## src/rtl/display_pkg.sv

```systemverilog
// Shared types and constants for the four-digit seven-segment scanner:
// segment patterns, the anode-off pattern and the scan FSM encoding.
package display_pkg;

   localparam logic [6:0] SEG_BLANK = 7'b1111111;
   localparam logic [3:0] AN_OFF    = 4'b1111;

   typedef enum logic [1:0] {
      ST_IDLE  = 2'd0,
      ST_BLANK = 2'd1,
      ST_DRIVE = 2'd2
   } state_t;

   // Active-low {g,f,e,d,c,b,a} patterns, indexed by the hex value shown
   localparam logic [6:0] HEX_TABLE [16] = '{
      7'b1000000, 7'b1111001, 7'b0100100, 7'b0110000,
      7'b0011001, 7'b0010010, 7'b0000010, 7'b1111000,
      7'b0000000, 7'b0010000, 7'b0001000, 7'b0000011,
      7'b1000110, 7'b0100001, 7'b0000110, 7'b0001110
   };

   // Digit i (i >= 1) goes dark when it and every digit above it are zero
   function automatic logic lz_blank(input logic [15:0] v, input logic [1:0] i,
                                     input logic lzs);
      return lzs && (i != 2'd0) && ((v >> {i, 2'b00}) == 16'd0);
   endfunction

endpackage

```

## src/rtl/display_scanner_hex_to_seg.sv

```systemverilog
// Combinational hex nibble to active-low seven-segment pattern decoder.
module hex_to_seg
   import display_pkg::*;
(
   input  logic [3:0] nibble,
   output logic [6:0] seg
);

   assign seg = HEX_TABLE[nibble];

endmodule

```

## src/rtl/display_scanner.sv

```systemverilog
// Time-multiplexed driver for a 4-digit common-anode seven-segment display,
// with a per-digit blanking guard and once-per-frame latching of the value.
module display_scanner
   import display_pkg::*;
#(
   parameter int BLANK_CYCLES = 16,
   parameter int CNT_W        = 5
)(
   input  logic        clk,
   input  logic        rst,
   input  logic        clk_display,
   input  logic        en,
   input  logic [15:0] value,
   input  logic [3:0]  dp_mask,
   input  logic        lzs,
   output logic [3:0]  an,
   output logic [6:0]  seg,
   output logic        dp,
   output logic        frame_done
);

   localparam logic [CNT_W-1:0] BLANK_LOAD = CNT_W'(BLANK_CYCLES);

   state_t           state_q, state_d;
   logic [1:0]       idx_q, idx_d;
   logic [CNT_W-1:0] blank_cnt_q, blank_cnt_d;
   logic             cd_q;
   logic [15:0]      sh_value_q, sh_value_d;
   logic [3:0]       sh_dp_q, sh_dp_d;
   logic             sh_lzs_q, sh_lzs_d;

   logic             tick, advance, latch;
   logic [3:0]       nibble;
   logic [6:0]       dec_seg;
   logic [3:0]       an_d;
   logic [6:0]       seg_d;
   logic             dp_d;

   assign tick = clk_display & ~cd_q;

   always_comb begin
      state_d     = state_q;
      idx_d       = idx_q;
      blank_cnt_d = blank_cnt_q;
      advance     = 1'b0;
      latch       = 1'b0;

      if (!en) begin
         state_d     = ST_IDLE;
         idx_d       = 2'd0;
         blank_cnt_d = '0;
      end else begin
         case (state_q)
            ST_IDLE: begin
               if (tick) begin
                  idx_d   = 2'd0;
                  latch   = 1'b1;
                  advance = 1'b1;
               end
            end
            ST_BLANK: begin
               if (blank_cnt_q == '0) state_d = ST_DRIVE;
               else                   blank_cnt_d = blank_cnt_q - 1'b1;
            end
            ST_DRIVE: begin
               if (tick) begin
                  idx_d   = idx_q + 2'd1;
                  latch   = (idx_q == 2'd3);
                  advance = 1'b1;
               end
            end
            default: state_d = ST_IDLE;
         endcase
      end

      // A digit change either opens the guard window or, with no guard, drives at once
      if (advance) begin
         if (BLANK_CYCLES == 0) begin
            state_d = ST_DRIVE;
         end else begin
            state_d     = ST_BLANK;
            blank_cnt_d = BLANK_LOAD;
         end
      end
   end

   always_comb begin
      sh_value_d = sh_value_q;
      sh_dp_d    = sh_dp_q;
      sh_lzs_d   = sh_lzs_q;
      if (latch) begin
         sh_value_d = value;
         sh_dp_d    = dp_mask;
         sh_lzs_d   = lzs;
      end
   end

   // Decode from the next-cycle shadow so a frame latch and its first digit agree
   assign nibble = sh_value_d[{idx_d, 2'b00} +: 4];

   hex_to_seg u_hex_to_seg (
      .nibble (nibble),
      .seg    (dec_seg)
   );

   always_comb begin
      an_d  = AN_OFF;
      seg_d = SEG_BLANK;
      dp_d  = 1'b1;
      if (state_d == ST_DRIVE) begin
         an_d  = ~(4'b0001 << idx_d);
         seg_d = lz_blank(sh_value_d, idx_d, sh_lzs_d) ? SEG_BLANK : dec_seg;
         dp_d  = ~sh_dp_d[idx_d];
      end
   end

   always_ff @(posedge clk or negedge rst) begin
      if (!rst) begin
         state_q     <= ST_IDLE;
         idx_q       <= 2'd0;
         blank_cnt_q <= '0;
         cd_q        <= 1'b0;
         sh_value_q  <= 16'd0;
         sh_dp_q     <= 4'd0;
         sh_lzs_q    <= 1'b0;
         an          <= AN_OFF;
         seg         <= SEG_BLANK;
         dp          <= 1'b1;
         frame_done  <= 1'b0;
      end else begin
         state_q     <= state_d;
         idx_q       <= idx_d;
         blank_cnt_q <= blank_cnt_d;
         cd_q        <= clk_display;
         sh_value_q  <= sh_value_d;
         sh_dp_q     <= sh_dp_d;
         sh_lzs_q    <= sh_lzs_d;
         an          <= an_d;
         seg         <= seg_d;
         dp          <= dp_d;
         frame_done  <= latch;
      end
   end

endmodule

```

## config.mk

```make
export PLATFORM = sky130hd
export DESIGN_NAME = display_scanner
export DESIGN_NICKNAME = d
export VERILOG_FILES = /design/src/rtl/display_pkg.sv /design/src/rtl/display_scanner_hex_to_seg.sv /design/src/rtl/display_scanner.sv
export SDC_FILE = /design/constraint.sdc
export NUM_CORES = 1
export LEC_CHECK = 0
export BUFFER_PORTS_ARGS = -buffer_cell sky130_fd_sc_hd__buf_2
export CAP_MARGIN = 10
export CORE_ASPECT_RATIO = 1.1
export CORE_UTILIZATION = 40
export DETAILED_ROUTE_END_ITERATION = 12
export PLACE_DENSITY_LB_ADDON = 0.1
export REMOVE_ABC_BUFFERS = 1
export SLEW_MARGIN = 0
export SYNTH_ARGS = -nofsm -noshare
export SYNTH_HDL_FRONTEND = slang
export SYNTH_HIERARCHICAL = 1
export SYNTH_SLANG_ARGS = --single-unit
```

## constraint.sdc

```tcl
create_clock -name clk -period 4.5 [get_ports clk]
set_input_delay 0.45 -clock clk [delete_from_list [all_inputs] [get_ports clk]]
set_output_delay 0.45 -clock clk [all_outputs]
set_load 0.03 [all_outputs]
```

==> impl_metrics.ini <==
[run_status]
outcome = completed

[synthesis]
ys_ff_latch = 44
synth_top_family_by_area = multiplexers
synth.area.top_cells = dfrtp_1 (33%), dfstp_2 (13%), mux2_2 (8.9%), mux2i_1 (8.8%), ha_1 (5.2%)
synth_edf_count = 0
ys_seq_area_frac = 0.466
yosysTopAreaCell = dfrtp_1
synth.avg_cell_area_um2 = 10.7
synth_top_area_share = 0.334
synthAdderAreaFrac = 0.0522
synth-compound-area-share = 0.0961
yosysUniqueCellTypes = 47
netlist_area_mm2 = 0.00240
synth_async_sr_flop_share = 1.00
yosysWarnings = 6
ys.flop_type = dfrtp_1
yosys.area_share.simple = 0.157
synth-xor-area-share = 0.00731
synth.area.mux_share = 0.186
synthCells = 223

[drt]
drt_drc_violations_left = 0
firstDrtPassIters = 4
viasPerCell = 4.98
ant_nets = 0
vias = 1704
drt_iter0_drc = 60
routed_wl_mm = 4.65
routedWlPerCell_um = 13.6

[final_layout]
seqCellArea_mm2 = 0.00112
final_area_mm2 = 0.00277
syn2layout_area_growth_pct = 15.8
finalNonFillerCells = 342
multiInputGateArea_mm2 = 0.00119
num_antenna_cells = 0
drive_above_1_share = 0.336
filler_cell_count = 535
final_nets = 299

[place]
placed_cell_area_mm2 = 0.00267
place.detailed.hpwl_mm = 3.41
place_inst = 334
place_congestion = 0.863
numPortBuffers = 37
post-place-ws_ns = 0.770

[clocking]
numCtsBuffers = 5
clockRootBuffer = clkbuf_8
clk_transition_reported_paths_ns = 0.08
tritoncts = built
h-tree-depth = 2
clk_latency_ns = 0.29
cts_buffer_depth = 2
cts_sinks = 44
cts-resized-gates = 0
holdBufCountCts = 0
cts_setup_buffers = 0

[pwr]
switchingPower_uw = 320
power_mw = 1.06
power_density_mw_per_mm2 = 384
max-vdd-ir-drop_mv = 0.199
swShare = 0.301
cellLeakagePower_nw = 1.37
combPwrFrac = 0.273
seqPwrFrac = 0.448
clkPwrFrac = 0.279
power.internal_uw = 744

[die]
ios = 38
die_area_mm2 = 0.00630
start_util = 0.415
die_w_um = 75.8
die_h_um = 83.2
num_rows = 29
coreArea_mm2 = 0.00577

[timing]
max_freq_mhz = 277
maxSlewViolCount = 0
setup_violations = 0
worst_clock_skew_ns = 0.00851
finalCritPeriodShare = 0.804
fin_crit_ns = 3.62
rsz0062_at_grt = false
fin_ws_ns = 0.884
hold_viol_final = 0
worstMarginPinSlew_ns = 0.970
maxSlewHeadroom = 0.353
finalSetupTns_ns = 0

[setup_path]
crit_slowest_cell = o311ai_4
cp_data_arrival_time_ns = 3.83
worst-path-buf-inv = 1
startpoint_type = flip-flop
cp_cell_sequence = nand2b_1 -> ha_1 -> nor2b_1 -> o311ai_4 -> mux2i_1 -> mux2_2 -> mux2i_1 -> inv_1 -> ha_1 -> or2_2 -> a21oi_1 -> a31oi_1 -> nor2_1 -> o21ai_1
cp_slowest_stage_delay_ns = 0.69
crit_family = compound AO/OA/AOI/OAI gates
critPathKind = flip-flop to flip-flop
worstPathRequired_ns = 4.72
cp_max_fo = 11
crit_path_end_kind = flip-flop

[global_routing]
overflow = 0
first_global_vias = 1672
grt_max_degree = 45
grt_usage = 0.168
grt_pass1_wl_mm = 8.02
grt_antenna_before_repair = 0

[hold_path]
worstHoldPathType = input pin to async pin

[flow_run]
drv_cap = 0
-- cell usage in the layout (no fill, tap or decap), types with 4 or more instances in the layout --
cell type | synthesis | final
mux2i_1 | 21 | 21
inv_1 | 9 | 9
mux2_2 | 19 | 19
clkbuf_8 | 0 | 5
nand2_1 | 33 | 33
o21ai_0 | 5 | 5
buf_2 | 3 | 37
dfrtp_1 | 32 | 32
nor2_1 | 14 | 14
nand2b_1 | 5 | 5
o21ai_1 | 9 | 9
ha_1 | 10 | 10
nand3_1 | 5 | 5
buf_4 | 1 | 4
dfstp_2 | 12 | 12
-- power by group through the flow --
| stage | Sequential [mW] | Combinational [mW] | Clock (mW) |
|---|---|---|---|
| 2_1_floorplan | 0.487 | 0.205 | 0 |
| 3_3_place_gp | 0.484 | 0.292 | 0 |
| 3_5_place_dp | 0.485 | 0.291 | 0 |
| 4_1_cts | 0.477 | 0.294 | 0.310 |
| 5_1_grt | 0.483 | 0.329 | 0.323 |
| 6_report | 0.476 | 0.291 | 0.297 |
-- cells in the mapped netlist (2+ instances only) --
| master | instances |
|---|---|
| or3_1 | 2 |
| nand3_1 | 5 |
| xnor2_1 | 2 |
| nor2_1 | 14 |
| nand2_1 | 33 |
| nand2b_1 | 5 |
| nor3b_1 | 2 |
| nor4_1 | 3 |
| nor2b_1 | 3 |
| buf_2 | 3 |
| dfstp_2 | 12 |
| ha_1 | 10 |
| a21oi_1 | 3 |
| mux2_2 | 19 |
| inv_1 | 9 |
| dfrtp_1 | 32 |
| and2_1 | 2 |
| mux2i_1 | 21 |
| o21ai_0 | 5 |
| o22ai_1 | 2 |
| o21ai_1 | 9 |
| a21boi_0 | 2 |
-- cells by family after synthesis --
family / Yosys count
AO/OA/AOI/OAI: 31
XOR/XNOR: 2
adder cells (fa/ha/maj): 10
buffers and inverters: 18
flip-flops: 44
multiplexers: 41
AND/OR/NAND/NOR: 77
-- worst reg2reg max path, delay by kind of cell, from the launching register on --
family          cells  cell delay (ns)
mux                 3             0.85
flops               1             0.40
buf+inv             1             0.19
fa+ha+maj           2             0.51
simple gates        4             0.63
compound gates      4             0.99
-- per-layer routing --
metal | share of wire | track usage | wire length [um] | up-vias
met5 | 0 | 0 | 0 | -
met4 | 0.0062 | 0.0505 | 29 | 0
met3 | 0.032 | 0.0364 | 150 | 2
met2 | 0.49 | 0.257 | 2270 | 34
met1 | 0.47 | 0.236 | 2210 | 814
li1 | - | - | - | 854
-- cell type report --
type                            instances  share of cell area
Inverter                               11              0.0158
Multi-Input combinational cell        161               0.431
Timing Repair Buffer                   41              0.0776
Clock inverter                          2              0.0126
Sequential cell                        44               0.402
Clock buffer                            6              0.0262
Tap cell                               77              0.0347
-- sequential cells by signal, summed over array words and instances, names as in the netlist, 2 cells and up --
register and cells:
idx_q 2, blank_cnt_q 5, seg 7, an 4, sh_value_q 16, sh_dp_q 4
state_q 2
-- through the flow --
step	hold WS, ns	util
finish	0.307	0.481
global placement	0.482	0.462
floorplan	0.154	-
global route	0.296	0.481
detailed placement	0.485	0.462
CTS	0.293	0.481
-- worst paths after layout --
kind,startpoint,to,slack [ns],depth (start not counted)
max reg2reg,cd_q,seg[3],0.88,14
min reg2reg,sh_dp_q[3],sh_dp_q[3],0.50,1
min in group clk,clk_display,cd_q,0.31,1
max in group asynchronous,rst,sh_value_q[14],3.59,1
min,rst,sh_dp_q[3],0.31,1
max,cd_q,seg[3],0.88,14
Note: power is estimated with default switching activity, not from simulation.
